==> src/rtl/pipe_hazard_ctrl.sv <==
// Pipeline hazard sequencer: per-stage latch enable/flush, PC source select,
// trap redirect and a bounded data-memory wait that turns a timeout into a bus-error trap.
module pipe_hazard_ctrl #(
  parameter int unsigned MEM_TIMEOUT = 16,
  parameter int unsigned CNT_W       = 32
) (
  input  logic             clk,
  input  logic             rst,
  input  logic [4:0]       rs1_ID,
  input  logic [4:0]       rs2_ID,
  input  logic             use_rs1_ID,
  input  logic             use_rs2_ID,
  input  logic [4:0]       rd_EX,
  input  logic             mem_r_EX,
  input  logic             branch_taken_EX,
  input  logic             mem_r_MEM,
  input  logic             WR_MEM,
  input  logic [1:0]       exp_vector_MEM,
  input  logic             mret_MEM,
  input  logic             dmem_ready,
  output logic             en_PC,
  output logic             en_IFID,
  output logic             en_IDEX,
  output logic             en_EXMEM,
  output logic             en_MEMWB,
  output logic             flush_IFID,
  output logic             flush_IDEX,
  output logic             flush_EXMEM,
  output logic             flush_MEMWB,
  output logic [1:0]       pc_sel,
  output logic             trap_take,
  output logic [1:0]       trap_cause,
  output logic             bus_err,
  output logic [CNT_W-1:0] stall_cycles
);

  localparam int unsigned WAIT_W = (MEM_TIMEOUT > 2) ? $clog2(MEM_TIMEOUT) : 1;

  localparam logic [1:0] ST_RUN      = 2'b00;
  localparam logic [1:0] ST_MEM_WAIT = 2'b01;
  localparam logic [1:0] ST_TRAP     = 2'b10;

  localparam logic [1:0] PC_SEQ    = 2'b00;
  localparam logic [1:0] PC_BRANCH = 2'b01;
  localparam logic [1:0] PC_TRAP   = 2'b10;
  localparam logic [1:0] PC_MEPC   = 2'b11;

  localparam logic [1:0] CAUSE_EXC = 2'b01;
  localparam logic [1:0] CAUSE_BUS = 2'b10;

  logic [1:0]        state_q, state_d;
  logic [WAIT_W-1:0] wait_cnt_q, wait_cnt_d;
  logic [1:0]        trap_cause_q, trap_cause_d;
  logic [CNT_W-1:0]  stall_cycles_q, stall_cycles_d;

  logic exc_c;
  logic mem_busy_c;
  logic load_use_c;
  logic wait_last_c;

  // Hazard detection terms shared by RUN and the MEM_WAIT release cycle
  always_comb begin
    exc_c       = (exp_vector_MEM != 2'b00);
    mem_busy_c  = (mem_r_MEM | WR_MEM) & ~dmem_ready;
    load_use_c  = mem_r_EX & (rd_EX != 5'd0) &
                  ((use_rs1_ID & (rs1_ID == rd_EX)) |
                   (use_rs2_ID & (rs2_ID == rd_EX)));
    wait_last_c = (wait_cnt_q == WAIT_W'(MEM_TIMEOUT - 1));
  end

  // Next-state and per-cycle pipeline control
  always_comb begin
    en_PC          = 1'b1;
    en_IFID        = 1'b1;
    en_IDEX        = 1'b1;
    en_EXMEM       = 1'b1;
    en_MEMWB       = 1'b1;
    flush_IFID     = 1'b0;
    flush_IDEX     = 1'b0;
    flush_EXMEM    = 1'b0;
    flush_MEMWB    = 1'b0;
    pc_sel         = PC_SEQ;
    trap_take      = 1'b0;
    bus_err        = 1'b0;
    state_d        = state_q;
    wait_cnt_d     = wait_cnt_q;
    trap_cause_d   = trap_cause_q;
    stall_cycles_d = stall_cycles_q;

    unique case (state_q)
      ST_RUN: begin
        if (exc_c) begin
          en_PC        = 1'b0;
          flush_IFID   = 1'b1;
          flush_IDEX   = 1'b1;
          flush_EXMEM  = 1'b1;
          flush_MEMWB  = 1'b1;
          trap_cause_d = CAUSE_EXC;
          state_d      = ST_TRAP;
        end else if (mret_MEM) begin
          flush_IFID  = 1'b1;
          flush_IDEX  = 1'b1;
          flush_EXMEM = 1'b1;
          pc_sel      = PC_MEPC;
        end else if (mem_busy_c) begin
          en_PC      = 1'b0;
          en_IFID    = 1'b0;
          en_IDEX    = 1'b0;
          en_EXMEM   = 1'b0;
          en_MEMWB   = 1'b0;
          wait_cnt_d = WAIT_W'(1);
          state_d    = ST_MEM_WAIT;
        end else if (branch_taken_EX) begin
          // A branch also squashes any load-use victim sitting in ID
          flush_IFID = 1'b1;
          flush_IDEX = 1'b1;
          pc_sel     = PC_BRANCH;
        end else if (load_use_c) begin
          en_PC      = 1'b0;
          en_IFID    = 1'b0;
          flush_IDEX = 1'b1;
        end
      end

      ST_MEM_WAIT: begin
        if (dmem_ready) begin
          // Access completed: resolve the held hazards without re-checking exceptions
          wait_cnt_d = '0;
          state_d    = ST_RUN;
          if (mret_MEM) begin
            flush_IFID  = 1'b1;
            flush_IDEX  = 1'b1;
            flush_EXMEM = 1'b1;
            pc_sel      = PC_MEPC;
          end else if (branch_taken_EX) begin
            flush_IFID = 1'b1;
            flush_IDEX = 1'b1;
            pc_sel     = PC_BRANCH;
          end else if (load_use_c) begin
            en_PC      = 1'b0;
            en_IFID    = 1'b0;
            flush_IDEX = 1'b1;
          end
        end else if (wait_last_c) begin
          en_PC        = 1'b0;
          flush_IFID   = 1'b1;
          flush_IDEX   = 1'b1;
          flush_EXMEM  = 1'b1;
          flush_MEMWB  = 1'b1;
          bus_err      = 1'b1;
          trap_cause_d = CAUSE_BUS;
          wait_cnt_d   = '0;
          state_d      = ST_TRAP;
        end else begin
          en_PC      = 1'b0;
          en_IFID    = 1'b0;
          en_IDEX    = 1'b0;
          en_EXMEM   = 1'b0;
          en_MEMWB   = 1'b0;
          wait_cnt_d = wait_cnt_q + WAIT_W'(1);
        end
      end

      ST_TRAP: begin
        flush_IFID  = 1'b1;
        flush_IDEX  = 1'b1;
        flush_EXMEM = 1'b1;
        flush_MEMWB = 1'b1;
        pc_sel      = PC_TRAP;
        trap_take   = 1'b1;
        state_d     = ST_RUN;
      end

      default: begin
        state_d    = ST_RUN;
        wait_cnt_d = '0;
      end
    endcase

    // Frozen front end (PC and IF/ID both held) counts as a stalled cycle
    if (!en_PC && !en_IFID) begin
      stall_cycles_d = stall_cycles_q + CNT_W'(1);
    end
  end

  always_ff @(posedge clk or negedge rst) begin
    if (!rst) begin
      state_q        <= ST_RUN;
      wait_cnt_q     <= '0;
      trap_cause_q   <= 2'b00;
      stall_cycles_q <= '0;
    end else begin
      state_q        <= state_d;
      wait_cnt_q     <= wait_cnt_d;
      trap_cause_q   <= trap_cause_d;
      stall_cycles_q <= stall_cycles_d;
    end
  end

  assign trap_cause   = trap_cause_q;
  assign stall_cycles = stall_cycles_q;

endmodule

==> config.mk <==
export PLATFORM = sky130hd
export DESIGN_NAME = pipe_hazard_ctrl
export DESIGN_NICKNAME = d
export VERILOG_FILES = /design/src/rtl/pipe_hazard_ctrl.sv
export SDC_FILE = /design/constraint.sdc
export NUM_CORES = 1
export LEC_CHECK = 0
export BUFFER_PORTS_ARGS = -buffer_cell sky130_fd_sc_hd__buf_2
export CORE_MARGIN = 2
export CORE_UTILIZATION = 40
export CTS_CLUSTER_SIZE = 14
export DETAILED_ROUTE_END_ITERATION = 8
export HOLD_SLACK_MARGIN = 0.02
export PLACE_DENSITY = 0.75
export SKIP_CTS_REPAIR_TIMING = 1
export SYNTH_ARGS = -nofsm -noshare
export SYNTH_HDL_FRONTEND = slang
export SYNTH_SLANG_ARGS = --single-unit
export TNS_END_PERCENT = 5
==> constraint.sdc <==
create_clock -name clk -period 5.9 [get_ports clk]
set_clock_uncertainty 0.1 [all_clocks]
set_input_delay 1.18 -clock clk [delete_from_list [all_inputs] [get_ports clk]]
set_output_delay 1.18 -clock clk [all_outputs]
set_load 0.03 [all_outputs]
==> results of run 1 <==
worst register-to-register path: cells and delay by family, from the launching register on:
kind                   cells  cell delay [ps]
AND/OR/NAND/NOR            2              580
AO/OA/AOI/OAI              2              370
multiplexers               1              370
flip-flops                 1              540
buffers and inverters      1              340
cell families after synthesis:
logic type,share of synthesized area
compound gates,0.0706
fa+ha+maj,0.0112
flops,0.448
simple gates,0.270
buf+inv,0.0336
xor+xnor,0.161
mux,0.00504
flip-flops by register name, indices dropped and copies added, names as in the netlist:
name,cells
stall_cycles,32
trap_cause,2
wait_cnt_q,4
state_q,2
cells in the final DEF (no fill, tap or decap), types with 4 or more instances in the layout:
cell       n
xnor2_1   13
nand4_1    6
nor4_2     6
inv_1      5
nand2_1   24
nand3_1    9
buf_2     73
o21ai_0    4
nor3_1    10
dfrtp_1   40
nor2_1    25
xor2_1    28
o22ai_1    4
clkbuf_8   5
final cells by class:
class | count | area, sq um | share of cell area
sequential | 40 | 1000 | 0.364
clock inverter | 3 | 42.5 | 0.0155
multi-input combinational | 174 | 1160 | 0.420
timing repair buffer | 74 | 373 | 0.136
tap | 72 | 90.1 | 0.0328
clock buffer | 5 | 68.8 | 0.0250
inverter | 5 | 18.8 | 0.00682
through the flow:
step / worst slack (ps) / cell area, sq um / utilization / total power [mW]
after CTS: 1740 / 2750 / 0.506 / 0.693
after floorplan: 2210 / 2230 / - / 0.415
after global placement: 1760 / 2640 / 0.485 / 0.461
after global routing: 1650 / 2750 / 0.506 / 0.717
after detailed placement: 1750 / 2640 / 0.485 / 0.465
final: 1750 / 2750 / 0.506 / 0.686
layer usage:
metal  track usage  wire length [um]  up-vias
li1              -                 -      932
met1         0.209              2240      894
met2         0.261              2300       50
met3        0.0489               302        7
met4        0.0386                51        0
met5             0                 0        -
final timing paths:
check,start,to,depth (start not counted)
worst max-delay path,rd_EX[1],en_IFID,7
worst min-delay path,stall_cycles[22],stall_cycles[22],1
worst max register to register,state_q[1],stall_cycles[1],6
worst min register to register,stall_cycles[22],stall_cycles[22],1
max in group asynchronous,rst,stall_cycles[17],1
min in group asynchronous,rst,state_q[1],1
power breakdown:
group	internal [mW]	leakage (nW)	switching, mW
Sequential	0.292	0.535	0.0236
Combinational	0.0514	0.818	0.0916
Clock	0.125	0.0541	0.102
Total	0.469	1.41	0.217
==> flow_summary_export.csv, run 1 <==
group,metric,value,unit
global_route,grt-ovfl-total,0,
setup_path,cpLargestDelayFamily,"buffers and inverters",
sta,tns,0,ps
placement,place.gp.congestion,0.734,
sta,tightest_slew,901,ps
clock_tree,h-tree-depth,2,
synth,synthFlopType,"dfrtp_1",
sta,fin_crit,4150,ps
routing,wl,4890,um
global_route,antenna_found_initial,0,
clock_tree,cts_buffer_depth,2,
synth,synth.most_common_cell,"dfrtp_1",
clock_tree,cts_made_buffers,5,
setup_path,crit_path_max_fanout,33,
routing,firstDrtPassIters,7,
sta,whs,390,ps
sta,finalCritPeriodShare,0.703,
synth,synth_top_area_cell,"dfrtp_1",
synth,synth-edff-count,0,
floorplanning,die_area,0.00619,sq mm
final_layout,n_antenna_cell,0,
sta,grt_setup_unrepaired,"false",
clock_tree,cts_root_buf,"clkbuf_8",
power_and_ir_drop,cellPowerDensity,249,mW/mm^2
synth,yosysWarnings,0,
setup_path,cp.arrival,2870,ps
placement,port-buffer-count,73,
synth,syn_area_per_cell,9.83,sq um
power_and_ir_drop,irDropWorstVdd,0.130,mV
clock_tree,clk_latency,300,ps
floorplanning,die_y,78.7,um
clock_tree,cts.sinks,40,
setup_path,endpoint_kind,"output pin",
final_layout,fin_nets,329,
outcome,status,"complete, no violations",
synth,synth_top_area_share,0.448,
synth,yosys_register_bits,40,
synth,syn-num-nets,256,
setup_path,cp_num_buf_inv,3,
setup_path,path_class,"in -> out",
synth,ys_types,44,
synth,yosys-top-cells-area,"dfrtp_1, xor2_1, xnor2_1",
run,maxCapViolations,0,
sta,fmax,241,MHz
final_layout,final_cells,373,
setup_path,crit_chain,"buf_2 > or4_1 > o21ai_1 > nor3_2 > a21oi_2 > buf_4 > buf_2",
setup_path,critPathRequiredTime,4620,ps
routing,drtIter0Drc,98,
floorplanning,die_x,78.7,um
global_route,grt_pass1_vias,1796,
global_route,grt_max_degree,41,
synth,synth_common_cells,"dfrtp_1, xor2_1, nor2_1, nand2_1, xnor2_1",
placement,place_hpwl,3580,um
synth,syn-instance-count,227,
routing,drc,0,
final_layout,drive_gt1_frac,0.329,
sta,final-hold-violation-count,0,
synth,synth.yosys.seq_area_share,0.448,
setup_path,max_stage_delay,540,ps
setup_path,crit_path_frequent_cell,"buf_2",
clock_tree,cts.clk_slew.worst_paths,80,ps
synth,synth.cell_area,0.00223,sq mm
min_path,holdCritPathClass,"reg -> reg",
power_and_ir_drop,power.leakage,1.41,nW
routing,routedWlPerCell,13.1,um
routing,vias_per_cell,5.05,
sta,finalSetupViolCount,0,
placement,place_inst,365,
floorplanning,core,0.00544,sq mm
sta,relSlewSlack,0.399,
routing,ant_nets,0,
synth,async_flop_share,1.00,
floorplanning,boundaryPins,74,
sta,slew_viol_final,0,
final_layout,fillers,520,
setup_path,reg2reg_slack,3480,ps
floorplanning,num_rows,27,
global_route,grt_first_pass_wirelength,8020,um
final_layout,area_growth_syn_to_layout,23.2,%
floorplanning,initial_core_util,0.410,
global_route,grt_util_all_layers,0.160,
routing,vias,1883,
clock_tree,cts_tree,"done",
setup_path,startpoint_type,"input pin",
setup_path,worst_path_max_delay_cell,"or4_1",
Power figures use the tool's default switching activity.
==> run 2: changes to the inputs <==
--- a/config.mk
+++ b/config.mk
@@ -11,7 +11,7 @@
 export CTS_CLUSTER_SIZE = 14
 export DETAILED_ROUTE_END_ITERATION = 8
 export HOLD_SLACK_MARGIN = 0.02
-export PLACE_DENSITY = 0.75
+export PLACE_DENSITY = 0.77
 export SKIP_CTS_REPAIR_TIMING = 1
 export SYNTH_ARGS = -nofsm -noshare
 export SYNTH_HDL_FRONTEND = slang
==> constraint.sdc (replaced) <==
create_clock -name clk -period 3.7 [get_ports clk]
set_clock_uncertainty 0.1 [all_clocks]
set_input_delay 0.74 -clock clk [delete_from_list [all_inputs] [get_ports clk]]
set_output_delay 0.74 -clock clk [all_outputs]
set_load 0.03 [all_outputs]
==> flow_summary_export.csv, run 2 (synthesis results as in run 1) <==
group,metric,value,unit
sta,final-hold-violation-count,0,
setup_path,crit_path_max_fanout,3,
setup_path,cp.arrival,2130,ps
clock_tree,h-tree-depth,2,
floorplanning,initial_core_util,0.410,
final_layout,n_antenna_cell,0,
final_layout,final_cells,372,
clock_tree,cts.clk_slew.worst_paths,70,ps
clock_tree,cts_root_buf,"clkbuf_8",
placement,port-buffer-count,73,
placement,place_inst,365,
final_layout,layout_commonest_cell,"buf_2",
routing,drc,0,
sta,tightest_slew,877,ps
setup_path,endpoint_kind,"output pin",
sta,slew_viol_final,0,
clock_tree,cts_buffer_depth,2,
global_route,grt_pass1_vias,1829,
global_route,met3_usage,0.0364,
routing,routedWlPerCell,13.1,um
final_layout,final_util,0.503,
routing,vias_per_cell,5.01,
global_route,grt_first_pass_wirelength,8300,um
floorplanning,die_y,78.7,um
clock_tree,clk_latency,290,ps
final_layout,mostFrequentLayoutCells,"buf_2, dfrtp_1, xor2_1, nor2_1, nand2_1",
setup_path,startpoint_type,"input pin",
sta,finalCritPeriodShare,0.804,
power_and_ir_drop,power.leakage,1.40,nW
run,maxCapViolations,0,
final_layout,fin_nets,329,
power_and_ir_drop,fin_total_pwr,1.04,mW
power_and_ir_drop,irDropWorstVdd,0.166,mV
final_layout,multiInputGateArea,0.00116,sq mm
clock_tree,cts_tree,"done",
setup_path,path_class,"in -> out",
routing,vias,1863,
floorplanning,die_x,78.7,um
global_route,grt-busiest-layer,"met2",
outcome,status,"complete, no violations",
sta,whs,364,ps
power_and_ir_drop,cellPowerDensity,380,mW/mm^2
global_route,grt_use_met2,0.291,
global_route,antenna_found_initial,0,
sta,fin_crit,2970,ps
sta,tns,0,ps
global_route,grt_max_degree,41,
global_route,grtUsageMet1,0.211,
sta,fmax,336,MHz
placement,place_hpwl,3660,um
sta,grt_setup_unrepaired,"false",
routing,wl,4880,um
final_layout,fillers,495,
clock_tree,cts_made_buffers,5,
min_path,holdCritPathClass,"reg -> reg",
setup_path,critPathRequiredTime,2860,ps
global_route,grt-ovfl-total,0,
final_layout,drive_gt1_frac,0.327,
floorplanning,boundaryPins,74,
placement,place.gp.congestion,0.791,
routing,drtIter0Drc,99,
sta,finalSetupViolCount,0,
routing,ant_nets,0,
final_layout,largest_reg_flops,32,
floorplanning,die_area,0.00619,sq mm
floorplanning,num_rows,27,
setup_path,reg2reg_depth,6,
sta,relSlewSlack,0.415,
min_path,worstHoldPathCells,1,
final_layout,area_growth_syn_to_layout,22.5,%
clock_tree,cts.sinks,40,
floorplanning,core,0.00544,sq mm
routing,firstDrtPassIters,4,
global_route,grt_util_all_layers,0.166,
final_layout,ff_latch_area,0.00100,sq mm
==> run 2: critical path, stage by stage <==
cell and delay (ps):
buf_2 120, or4_1 510, o21ai_1 190, nor2b_1 100
o31ai_1 210, nand2_1 70, buf_2 180
==> run 2: layout make-up <==
class | count | share of cell area
Inverter | 5 | 0.00686
Tap cell | 72 | 0.0329
Sequential cell | 40 | 0.366
Timing Repair Buffer | 74 | 0.136
Clock buffer | 7 | 0.0352
Multi-Input combinational cell | 174 | 0.423
==> run 2: final timing paths <==
kind / slack, ps / startpoint / end
min in group asynchronous: 460 / rst / trap_cause[0]
setup reg to reg: 1180 / state_q[1] / stall_cycles[1]
max in group asynchronous: 2490 / rst / stall_cycles[26]
setup / recovery: 730 / rd_EX[1] / flush_IDEX
hold / removal: 360 / stall_cycles[31] / stall_cycles[31]
hold reg to reg: 360 / stall_cycles[31] / stall_cycles[31]
==> run 2: report_power, final <==
| part | total (mW) | internal (mW) | switching, mW |
|---|---|---|---|
| combinational | 0.226 | 0.0811 | 0.145 |
| sequential | 0.505 | 0.466 | 0.0381 |
| clock | 0.309 | 0.166 | 0.143 |
| total | 1.04 | 0.714 | 0.326 |
==> run 2: per-layer routing <==
layer	wire length, um	up-vias
met1	2110	883
met2	2460	50
met3	270	6
li1	-	924
met5	0	-
met4	36	0
==> run 2: stage by stage <==
stage / area (sq um) / setup WS, ps
floorplan: 2230 / 885
global placement: 2640 / 750
detailed placement: 2640 / 725
CTS: 2740 / 712
global route: 2740 / 597
finish: 2740 / 727
